## src/rtl/multicycle_ctrl_if.sv

```systemverilog
// multicycle_ctrl_if: bundles the decode inputs, the memory ready handshake
// and all datapath control outputs of the multi-cycle MIPS controller.
// The master modport is the controller; the slave modport is the datapath.
// Optional macro MCTRL_BNE_EN adds the BranchNe_o signal.
interface multicycle_ctrl_if #(
    parameter int OP_W    = 6,
    parameter int FUNCT_W = 6,
    parameter int ALUOP_W = 3
);
    // Decode and handshake inputs to the controller
    logic [OP_W-1:0]    instr_op_i;
    logic [FUNCT_W-1:0] function_i;
    logic               mem_ready_i;

    // Datapath control outputs
    logic               PCWrite_o;
    logic               Branch_o;
    logic [1:0]         PCSrc_o;
    logic               IRWrite_o;
    logic               MemRead_o;
    logic               MemWrite_o;
    logic               IorD_o;
    logic               RegWrite_o;
    logic [1:0]         RegDst_o;
    logic [1:0]         MemtoReg_o;
    logic               ALUSrcA_o;
    logic [1:0]         ALUSrcB_o;
    logic [ALUOP_W-1:0] ALU_op_o;
    logic [2:0]         state_o;
    logic               illegal_o;
    logic               mem_err_o;
`ifdef MCTRL_BNE_EN
    logic               BranchNe_o;
`endif

    modport master (
        input  instr_op_i, function_i, mem_ready_i,
`ifdef MCTRL_BNE_EN
        output BranchNe_o,
`endif
        output PCWrite_o, Branch_o, PCSrc_o, IRWrite_o, MemRead_o, MemWrite_o,
               IorD_o, RegWrite_o, RegDst_o, MemtoReg_o, ALUSrcA_o, ALUSrcB_o,
               ALU_op_o, state_o, illegal_o, mem_err_o
    );

    modport slave (
        output instr_op_i, function_i, mem_ready_i,
`ifdef MCTRL_BNE_EN
        input  BranchNe_o,
`endif
        input  PCWrite_o, Branch_o, PCSrc_o, IRWrite_o, MemRead_o, MemWrite_o,
               IorD_o, RegWrite_o, RegDst_o, MemtoReg_o, ALUSrcA_o, ALUSrcB_o,
               ALU_op_o, state_o, illegal_o, mem_err_o
    );
endinterface

```

## src/rtl/multicycle_ctrl.sv

```systemverilog
// multicycle_ctrl: control FSM for the multi-cycle MIPS datapath.
// Sequences IF/ID/EX/MEM/WB, stalls on mem_ready_i with an optional
// wait-state timeout, and decodes all datapath enables combinationally
// from the registered state plus the current opcode/funct.
// Optional macro MCTRL_BNE_EN: decode bne (000101) and drive BranchNe_o.
module multicycle_ctrl #(
    parameter int OP_W    = 6,
    parameter int FUNCT_W = 6,
    parameter int ALUOP_W = 3,
    parameter int TIMEOUT = 15,
    parameter int CNT_W   = 4
) (
    input  logic                 clk_i,
    input  logic                 rst_i,
    multicycle_ctrl_if.master    bus
);
    typedef enum logic [2:0] {
        S_IF  = 3'd0,
        S_ID  = 3'd1,
        S_EX  = 3'd2,
        S_MEM = 3'd3,
        S_WB  = 3'd4
    } state_t;

    localparam logic [OP_W-1:0]    OP_RTYPE = OP_W'(6'b000000);
    localparam logic [OP_W-1:0]    OP_ADDI  = OP_W'(6'b001000);
    localparam logic [OP_W-1:0]    OP_SLTI  = OP_W'(6'b001010);
    localparam logic [OP_W-1:0]    OP_LW    = OP_W'(6'b100011);
    localparam logic [OP_W-1:0]    OP_SW    = OP_W'(6'b101011);
    localparam logic [OP_W-1:0]    OP_BEQ   = OP_W'(6'b000100);
    localparam logic [OP_W-1:0]    OP_J     = OP_W'(6'b000010);
    localparam logic [OP_W-1:0]    OP_JAL   = OP_W'(6'b000011);
`ifdef MCTRL_BNE_EN
    localparam logic [OP_W-1:0]    OP_BNE   = OP_W'(6'b000101);
`endif
    localparam logic [FUNCT_W-1:0] FN_JR    = FUNCT_W'(6'b001000);

    localparam logic [ALUOP_W-1:0] ALU_ADD   = ALUOP_W'(3'b000);
    localparam logic [ALUOP_W-1:0] ALU_SUB   = ALUOP_W'(3'b001);
    localparam logic [ALUOP_W-1:0] ALU_FUNCT = ALUOP_W'(3'b010);
    localparam logic [ALUOP_W-1:0] ALU_SLT   = ALUOP_W'(3'b011);

    // A zero TIMEOUT disables the wait-state abort entirely.
    localparam bit               TIMEOUT_EN = (TIMEOUT != 0);
    localparam logic [CNT_W-1:0] TIMEOUT_C  = CNT_W'(TIMEOUT);

    state_t             state_q, state_d;
    logic [CNT_W-1:0]   cnt_q, cnt_d;

    // Instruction class decode
    logic is_rtype, is_jr, is_addi, is_slti, is_lw, is_sw;
    logic is_beq, is_bne, is_branch, is_j, is_jal, is_ex_class;
    logic timeout_hit;

    // Combinational control values before reset gating
    logic               pc_write;
    logic               branch;
    logic [1:0]         pc_src;
    logic               ir_write;
    logic               mem_read;
    logic               mem_write;
    logic               iord;
    logic               reg_write;
    logic [1:0]         reg_dst;
    logic [1:0]         mem_to_reg;
    logic               alu_src_a;
    logic [1:0]         alu_src_b;
    logic [ALUOP_W-1:0] alu_op;
    logic               illegal;
    logic               mem_err;
`ifdef MCTRL_BNE_EN
    logic               branch_ne;
`endif

    // Classify the opcode/funct currently presented by the IR
    always_comb begin
        is_rtype  = (bus.instr_op_i == OP_RTYPE) && (bus.function_i != FN_JR);
        is_jr     = (bus.instr_op_i == OP_RTYPE) && (bus.function_i == FN_JR);
        is_addi   = (bus.instr_op_i == OP_ADDI);
        is_slti   = (bus.instr_op_i == OP_SLTI);
        is_lw     = (bus.instr_op_i == OP_LW);
        is_sw     = (bus.instr_op_i == OP_SW);
        is_beq    = (bus.instr_op_i == OP_BEQ);
`ifdef MCTRL_BNE_EN
        is_bne    = (bus.instr_op_i == OP_BNE);
`else
        is_bne    = 1'b0;
`endif
        is_j      = (bus.instr_op_i == OP_J);
        is_jal    = (bus.instr_op_i == OP_JAL);
        is_branch = is_beq | is_bne;
        is_ex_class = is_rtype | is_addi | is_slti | is_lw | is_sw | is_branch;
    end

    // Wait-state limit reached on the current stalled memory cycle
    assign timeout_hit = TIMEOUT_EN && (cnt_q == TIMEOUT_C);

    // Next-state, wait counter and control decode for the current state
    always_comb begin
        state_d    = state_q;
        cnt_d      = '0;
        pc_write   = 1'b0;
        branch     = 1'b0;
        pc_src     = 2'd0;
        ir_write   = 1'b0;
        mem_read   = 1'b0;
        mem_write  = 1'b0;
        iord       = 1'b0;
        reg_write  = 1'b0;
        reg_dst    = 2'd0;
        mem_to_reg = 2'd0;
        alu_src_a  = 1'b0;
        alu_src_b  = 2'd0;
        alu_op     = ALU_ADD;
        illegal    = 1'b0;
        mem_err    = 1'b0;
`ifdef MCTRL_BNE_EN
        branch_ne  = 1'b0;
`endif
        case (state_q)
            S_IF: begin
                // Fetch at PC while the ALU computes PC+4
                mem_read  = 1'b1;
                alu_src_b = 2'd1;
                if (bus.mem_ready_i) begin
                    // Ready in the timeout cycle still completes normally
                    ir_write = 1'b1;
                    pc_write = 1'b1;
                    state_d  = S_ID;
                end else if (timeout_hit) begin
                    // Abort the fetch; re-entering IF restarts the count
                    mem_err = 1'b1;
                    state_d = S_IF;
                end else begin
                    cnt_d = cnt_q + CNT_W'(1);
                end
            end
            S_ID: begin
                // Branch target PC + (imm<<2) is precomputed into ALUOut
                alu_src_b = 2'd3;
                if (is_jr) begin
                    pc_write = 1'b1;
                    pc_src   = 2'd3;
                    state_d  = S_IF;
                end else if (is_j) begin
                    pc_write = 1'b1;
                    pc_src   = 2'd2;
                    state_d  = S_IF;
                end else if (is_jal) begin
                    // The PC update for jal happens alongside the link write
                    state_d = S_WB;
                end else if (is_ex_class) begin
                    state_d = S_EX;
                end else begin
                    illegal = 1'b1;
                    state_d = S_IF;
                end
            end
            S_EX: begin
                if (is_rtype) begin
                    alu_src_a = 1'b1;
                    alu_src_b = 2'd0;
                    alu_op    = ALU_FUNCT;
                    state_d   = S_WB;
                end else if (is_addi) begin
                    alu_src_a = 1'b1;
                    alu_src_b = 2'd2;
                    state_d   = S_WB;
                end else if (is_lw || is_sw) begin
                    // Effective address rs + sign-extended offset
                    alu_src_a = 1'b1;
                    alu_src_b = 2'd2;
                    state_d   = S_MEM;
                end else if (is_slti) begin
                    alu_src_a = 1'b1;
                    alu_src_b = 2'd2;
                    alu_op    = ALU_SLT;
                    state_d   = S_WB;
                end else if (is_branch) begin
                    // Compare rs-rt; PC loads the precomputed target from ALUOut
                    alu_src_a = 1'b1;
                    alu_src_b = 2'd0;
                    alu_op    = ALU_SUB;
                    branch    = 1'b1;
                    pc_src    = 2'd1;
`ifdef MCTRL_BNE_EN
                    branch_ne = is_bne;
`endif
                    state_d   = S_IF;
                end else begin
                    state_d = S_IF;
                end
            end
            S_MEM: begin
                iord = 1'b1;
                if (is_lw || is_sw) begin
                    mem_read  = is_lw;
                    mem_write = is_sw;
                    if (bus.mem_ready_i) begin
                        state_d = is_lw ? S_WB : S_IF;
                    end else if (timeout_hit) begin
                        mem_err = 1'b1;
                        state_d = S_IF;
                    end else begin
                        cnt_d = cnt_q + CNT_W'(1);
                    end
                end else begin
                    state_d = S_IF;
                end
            end
            S_WB: begin
                reg_write = 1'b1;
                if (is_rtype) begin
                    reg_dst = 2'd1;
                end else if (is_lw) begin
                    mem_to_reg = 2'd1;
                end else if (is_jal) begin
                    // Link PC into $31 and jump in the same cycle
                    reg_dst    = 2'd2;
                    mem_to_reg = 2'd2;
                    pc_write   = 1'b1;
                    pc_src     = 2'd2;
                end
                state_d = S_IF;
            end
            default: begin
                state_d = S_IF;
            end
        endcase
    end

    // State and wait-counter registers with synchronous active-low reset
    always_ff @(posedge clk_i) begin
        if (!rst_i) begin
            state_q <= S_IF;
            cnt_q   <= '0;
        end else begin
            state_q <= state_d;
            cnt_q   <= cnt_d;
        end
    end

    // All outputs are forced low while reset is asserted, dropping any strobe
    assign bus.PCWrite_o  = rst_i & pc_write;
    assign bus.Branch_o   = rst_i & branch;
    assign bus.PCSrc_o    = rst_i ? pc_src : 2'd0;
    assign bus.IRWrite_o  = rst_i & ir_write;
    assign bus.MemRead_o  = rst_i & mem_read;
    assign bus.MemWrite_o = rst_i & mem_write;
    assign bus.IorD_o     = rst_i & iord;
    assign bus.RegWrite_o = rst_i & reg_write;
    assign bus.RegDst_o   = rst_i ? reg_dst : 2'd0;
    assign bus.MemtoReg_o = rst_i ? mem_to_reg : 2'd0;
    assign bus.ALUSrcA_o  = rst_i & alu_src_a;
    assign bus.ALUSrcB_o  = rst_i ? alu_src_b : 2'd0;
    assign bus.ALU_op_o   = rst_i ? alu_op : '0;
    assign bus.state_o    = rst_i ? state_q : 3'd0;
    assign bus.illegal_o  = rst_i & illegal;
    assign bus.mem_err_o  = rst_i & mem_err;
`ifdef MCTRL_BNE_EN
    assign bus.BranchNe_o = rst_i & branch_ne;
`endif

endmodule

```

## src/flat_wrapper.sv

```systemverilog
// flat-port wrapper written by rule: the top's interface ports become plain ports
module multicycle_ctrl_flat 
#(
    parameter int OP_W    = 6,
    parameter int FUNCT_W = 6,
    parameter int ALUOP_W = 3,
    parameter int TIMEOUT = 15,
    parameter int CNT_W   = 4
)
  (clk_i, rst_i, bus_instr_op_i, bus_function_i, bus_mem_ready_i, bus_PCWrite_o, bus_Branch_o, bus_PCSrc_o, bus_IRWrite_o, bus_MemRead_o, bus_MemWrite_o, bus_IorD_o, bus_RegWrite_o, bus_RegDst_o, bus_MemtoReg_o, bus_ALUSrcA_o, bus_ALUSrcB_o, bus_ALU_op_o, bus_state_o, bus_illegal_o, bus_mem_err_o);
  multicycle_ctrl_if #(.OP_W(OP_W), .FUNCT_W(FUNCT_W), .ALUOP_W(ALUOP_W)) bus_i ();
  input  logic clk_i;
  input  logic rst_i;
  input wire logic [$bits(bus_i.instr_op_i)-1:0] bus_instr_op_i;
  input wire logic [$bits(bus_i.function_i)-1:0] bus_function_i;
  input wire logic [$bits(bus_i.mem_ready_i)-1:0] bus_mem_ready_i;
  output wire logic [$bits(bus_i.PCWrite_o)-1:0] bus_PCWrite_o;
  output wire logic [$bits(bus_i.Branch_o)-1:0] bus_Branch_o;
  output wire logic [$bits(bus_i.PCSrc_o)-1:0] bus_PCSrc_o;
  output wire logic [$bits(bus_i.IRWrite_o)-1:0] bus_IRWrite_o;
  output wire logic [$bits(bus_i.MemRead_o)-1:0] bus_MemRead_o;
  output wire logic [$bits(bus_i.MemWrite_o)-1:0] bus_MemWrite_o;
  output wire logic [$bits(bus_i.IorD_o)-1:0] bus_IorD_o;
  output wire logic [$bits(bus_i.RegWrite_o)-1:0] bus_RegWrite_o;
  output wire logic [$bits(bus_i.RegDst_o)-1:0] bus_RegDst_o;
  output wire logic [$bits(bus_i.MemtoReg_o)-1:0] bus_MemtoReg_o;
  output wire logic [$bits(bus_i.ALUSrcA_o)-1:0] bus_ALUSrcA_o;
  output wire logic [$bits(bus_i.ALUSrcB_o)-1:0] bus_ALUSrcB_o;
  output wire logic [$bits(bus_i.ALU_op_o)-1:0] bus_ALU_op_o;
  output wire logic [$bits(bus_i.state_o)-1:0] bus_state_o;
  output wire logic [$bits(bus_i.illegal_o)-1:0] bus_illegal_o;
  output wire logic [$bits(bus_i.mem_err_o)-1:0] bus_mem_err_o;
  assign bus_i.instr_op_i = bus_instr_op_i;
  assign bus_i.function_i = bus_function_i;
  assign bus_i.mem_ready_i = bus_mem_ready_i;
  assign bus_PCWrite_o = bus_i.PCWrite_o;
  assign bus_Branch_o = bus_i.Branch_o;
  assign bus_PCSrc_o = bus_i.PCSrc_o;
  assign bus_IRWrite_o = bus_i.IRWrite_o;
  assign bus_MemRead_o = bus_i.MemRead_o;
  assign bus_MemWrite_o = bus_i.MemWrite_o;
  assign bus_IorD_o = bus_i.IorD_o;
  assign bus_RegWrite_o = bus_i.RegWrite_o;
  assign bus_RegDst_o = bus_i.RegDst_o;
  assign bus_MemtoReg_o = bus_i.MemtoReg_o;
  assign bus_ALUSrcA_o = bus_i.ALUSrcA_o;
  assign bus_ALUSrcB_o = bus_i.ALUSrcB_o;
  assign bus_ALU_op_o = bus_i.ALU_op_o;
  assign bus_state_o = bus_i.state_o;
  assign bus_illegal_o = bus_i.illegal_o;
  assign bus_mem_err_o = bus_i.mem_err_o;
  multicycle_ctrl #(.OP_W(OP_W), .FUNCT_W(FUNCT_W), .ALUOP_W(ALUOP_W), .TIMEOUT(TIMEOUT), .CNT_W(CNT_W)) u_core (.clk_i(clk_i), .rst_i(rst_i), .bus(bus_i));
endmodule
```

## config.mk

```make
export PLATFORM = sky130hd
export DESIGN_NAME = multicycle_ctrl_flat
export DESIGN_NICKNAME = d
export VERILOG_FILES = /design/src/rtl/multicycle_ctrl_if.sv /design/src/rtl/multicycle_ctrl.sv /design/src/flat_wrapper.sv
export SDC_FILE = /design/constraint.sdc
export NUM_CORES = 1
export LEC_CHECK = 0
export CAP_MARGIN = 20
export CORE_MARGIN = 4
export CORE_UTILIZATION = 41
export CTS_BUF_LIST = sky130_fd_sc_hd__clkbuf_4 sky130_fd_sc_hd__clkbuf_8 sky130_fd_sc_hd__clkbuf_16
export DETAILED_ROUTE_END_ITERATION = 10
export GPL_TIMING_DRIVEN = 0
export HOLD_SLACK_MARGIN = 0.15
export PLACE_DENSITY = 0.84
export SKIP_LAST_GASP = 1
export SYNTH_ARGS = -nofsm -noshare
export SYNTH_HDL_FRONTEND = slang
export SYNTH_SLANG_ARGS = --single-unit
```

## constraint.sdc

```tcl
create_clock -name clk_i -period 5.6 [get_ports clk_i]
set_clock_uncertainty 0.05 [all_clocks]
set_input_delay 1.4 -clock clk_i [delete_from_list [all_inputs] [get_ports clk_i]]
set_output_delay 1.4 -clock clk_i [all_outputs]
set_load 0.02 [all_outputs]
```

==> flow_metrics.py <==
metrics = {
    "drt": {
        "detail_route.wl_per_cell_microns": 14.3,
        "drc": 0,
        "dr.pass1.iters": 4,
        "antenna_left": 0,
        "vias": 918,
        "routed_wl_mm": 2.29,
        "via_per_inst": 5.74,
        "drtIter0Drc": 45,
    },
    "yosys": {
        "ys_ff_latch": 7,
        "async_reset_ff_share_pct": 0,
        "synth_area_per_cell_sq_um": 6.93,
        "syn_nets": 120,
        "netlist.area_leader.share_pct": 19.4,
        "synth_area_leader_cell": "dfxtp_1",
        "synth_top_cells_by_count": "nor2_1 (15), a21oi_1 (8), nand2_1 (8)",
        "yosysMostFrequentCell": "nor2_1",
        "netlist_instances": 104,
        "synth_edf_count": 0,
        "ys_types": 36,
        "synth.top_cells.by_area": "dfxtp_1 (19%), nor2_1 (7.8%), a21oi_1 (5.6%)",
        "synthFlopType": "dfxtp_1",
        "ys_seq_area_share_pct": 19.4,
        "synth_warnings": 0,
        "syn_area_sq_um": 721,
    },
    "floorplan": {
        "io-pin-count": 39,
        "die_height_microns": 49.9,
        "fp.dieArea_sq_mm": 0.00249,
        "fp.dieW_microns": 49.9,
        "rows": 14,
        "initial_core_util_pct": 45.7,
        "coreArea_sq_mm": 0.00158,
    },
    "grt": {
        "grt_overflow": 0,
        "antenna_found_initial": 0,
        "grt_pass1_wl_mm": 3.75,
        "grt_pass1_vias": 811,
        "grt_usage_pct": 18.9,
        "grt_max_degree": 11,
    },
    "clock_tree": {
        "h-tree-depth": 1,
        "insertion_delay_ps": 250,
        "postCtsSetupRepairBufs": 0,
        "cts_max_path_buffers": 2,
        "tritoncts": "done",
        "cts_sinks": 7,
        "clockRootBuffer": "clkbuf_4",
        "clk_pin_slew_ps": 50,
        "cts_resized": 0,
        "hold_buffers": 0,
        "cts_buffers": 3,
    },
    "sta": {
        "period_minus_slack_ps": 5170,
        "finalCritPeriodShare_pct": 92.3,
        "setup_slack_ps": 430,
        "worstMarginPinSlew_ps": 594,
        "finalHoldViolCount": 0,
        "rsz0062_at_grt": "no",
        "maxSlewViolCount": 0,
        "setup_violations": 0,
        "max_clock_freq_ghz": 0.193,
        "slew_headroom_pct": 60.1,
        "tns_ps": 0,
    },
    "critical_path": {
        "crit_slowest_cell": "clkdlybuf4s50_1",
        "cp.required_ps": 4150,
        "startpoint_type": "primary input",
        "critical-path-max-stage-delay_ps": 600,
        "arrival_ps": 3720,
        "worstSetupEndpointType": "primary output",
        "r2r-start": "u_core.state_q[0]$_SDFF_PN0_",
        "setup.worst_path.class": "in -> out",
        "startpoint": "bus_function_i[1]",
        "worstPathCellList": "clkdlybuf4s50_1 -> or4b_4 -> or4b_4 -> a21oi_2 -> or2_1 -> clkdlybuf4s50_1",
        "critPathMaxFanout": 2,
    },
    "cells_and_area": {
        "fillers": 137,
        "synthToLayoutAreaGrowth_pct": 56.9,
        "num_antenna_cells": 0,
        "layout-drive-gt1-share_pct": 9.03,
        "nets": 161,
    },
    "flow_run": {
        "cap_violations": 0,
    },
    "power_and_ir_drop": {
        "power.density_mw_per_mm2": 127,
        "ir_worst_vdd_mv": 0.168,
        "leakage_nw": 0.403,
    },
    "run_status": {
        "status": "completed",
    },
    "placed_design": {
        "hpwlAfterDp_mm": 1.91,
        "dp_slack_ps": 412,
        "gp_congestion": 0.908,
        "port_buffers": 36,
    },
    "min_path": {
        "hold_path_startpoint": "u_core.cnt_q[0]$_SDFF_PN0_",
        "hold_path_class": "reg -> reg",
    },
}
==> final timing paths <==
path | depth (start not counted) | endpoint | slack [ps]
setup / recovery | 6 | bus_PCWrite_o | 430
hold / removal | 1 | u_core.cnt_q[0]$_SDFF_PN0_ | 440
setup reg to reg | 5 | u_core.cnt_q[0]$_SDFF_PN0_ | 3970
hold reg to reg | 1 | u_core.cnt_q[0]$_SDFF_PN0_ | 440
==> report_power, final <==
group / leakage, nW / internal, mW / total, mW / switching [mW]
combinational: 0.328 / 0.0201 / 0.0418 / 0.0217
clock: 0.0184 / 0.0320 / 0.0498 / 0.0178
sequential: 0.0569 / 0.0511 / 0.0521 / 0.00101
==> critical path, delay by kind of cell <==
family	cells	cell delay [ps]
compound gates	1	160
buf+inv	2	1010
simple gates	3	1160
==> cells in the final DEF (no fill, tap or decap), drive strengths merged, types with 2 or more instances in the layout <==
| cell type | count |
|---|---|
| nand4 | 2 |
| nor2b | 2 |
| nand3 | 4 |
| nor3b | 4 |
| a21oi | 9 |
| buf | 3 |
| clkdlybuf4s50 | 36 |
| or4b | 2 |
| nand2 | 8 |
| and3 | 3 |
| nor3 | 5 |
| inv | 4 |
| and2 | 6 |
| o21ai | 6 |
| nor2 | 15 |
| a31oi | 4 |
| nand2b | 2 |
| a31o | 2 |
| dfxtp | 7 |
| clkbuf | 7 |
==> layout make-up <==
| class | count | area [sq um] | area share, % |
|---|---|---|---|
| well taps | 16 | 20.0 | 1.77 |
| flip-flops and latches | 7 | 140 | 12.4 |
| multi-input cells | 87 | 534 | 47.2 |
| plain buffers | 6 | 31.3 | 2.77 |
| inverters | 4 | 15.0 | 1.33 |
| repair buffers | 36 | 360 | 31.9 |
| clock buffers | 4 | 30.0 | 2.65 |
==> per-layer routing <==
metal,part of all wire [%],vias up,GRT usage [%]
li1,-,454,-
met1,43,421,22.9
met2,50,41,33.7
met3,5.8,2,3.61
met4,0.57,0,4.61
met5,0,-,0
==> metrics by stage <==
step | cell area, sq um | hold slack [ps] | total power [mW] | instances | util [%]
2_1_floorplan | 721 | 400 | 0.0730 | 104 | -
3_3_place_gp | 1100 | 429 | 0.0938 | 156 | 69.8
3_5_place_dp | 1100 | 430 | 0.0945 | 156 | 69.8
4_1_cts | 1130 | 437 | 0.145 | 160 | 71.7
5_1_grt | 1130 | 466 | 0.153 | 160 | 71.7
6_report | 1130 | 436 | 0.144 | 160 | 71.7
==> registers in the layout, summed over array words and instances, names as in the netlist <==
| name | cells |
|---|---|
| u_core.state_q | 3 |
| u_core.cnt_q | 4 |
==> logic make-up (layout without fill, tap and decap cells) <==
| kind of cell | after synthesis | count (layout) | share of synthesized area, % |
|---|---|---|---|
| xor gates and xnor gates | 1 | 1 | 1.22 |
| and+or+nand+nor | 60 | 60 | 47.6 |
| AOI/OAI and AO/OA | 24 | 24 | 23.1 |
| other | 1 | 1 | 0.520 |
| buffers and inverters | 10 | 50 | 6.42 |
| adders and majority gates | 1 | 1 | 1.74 |
| DFF | 7 | 7 | 19.4 |
No activity file was read; power rests on OpenSTA's default activity.
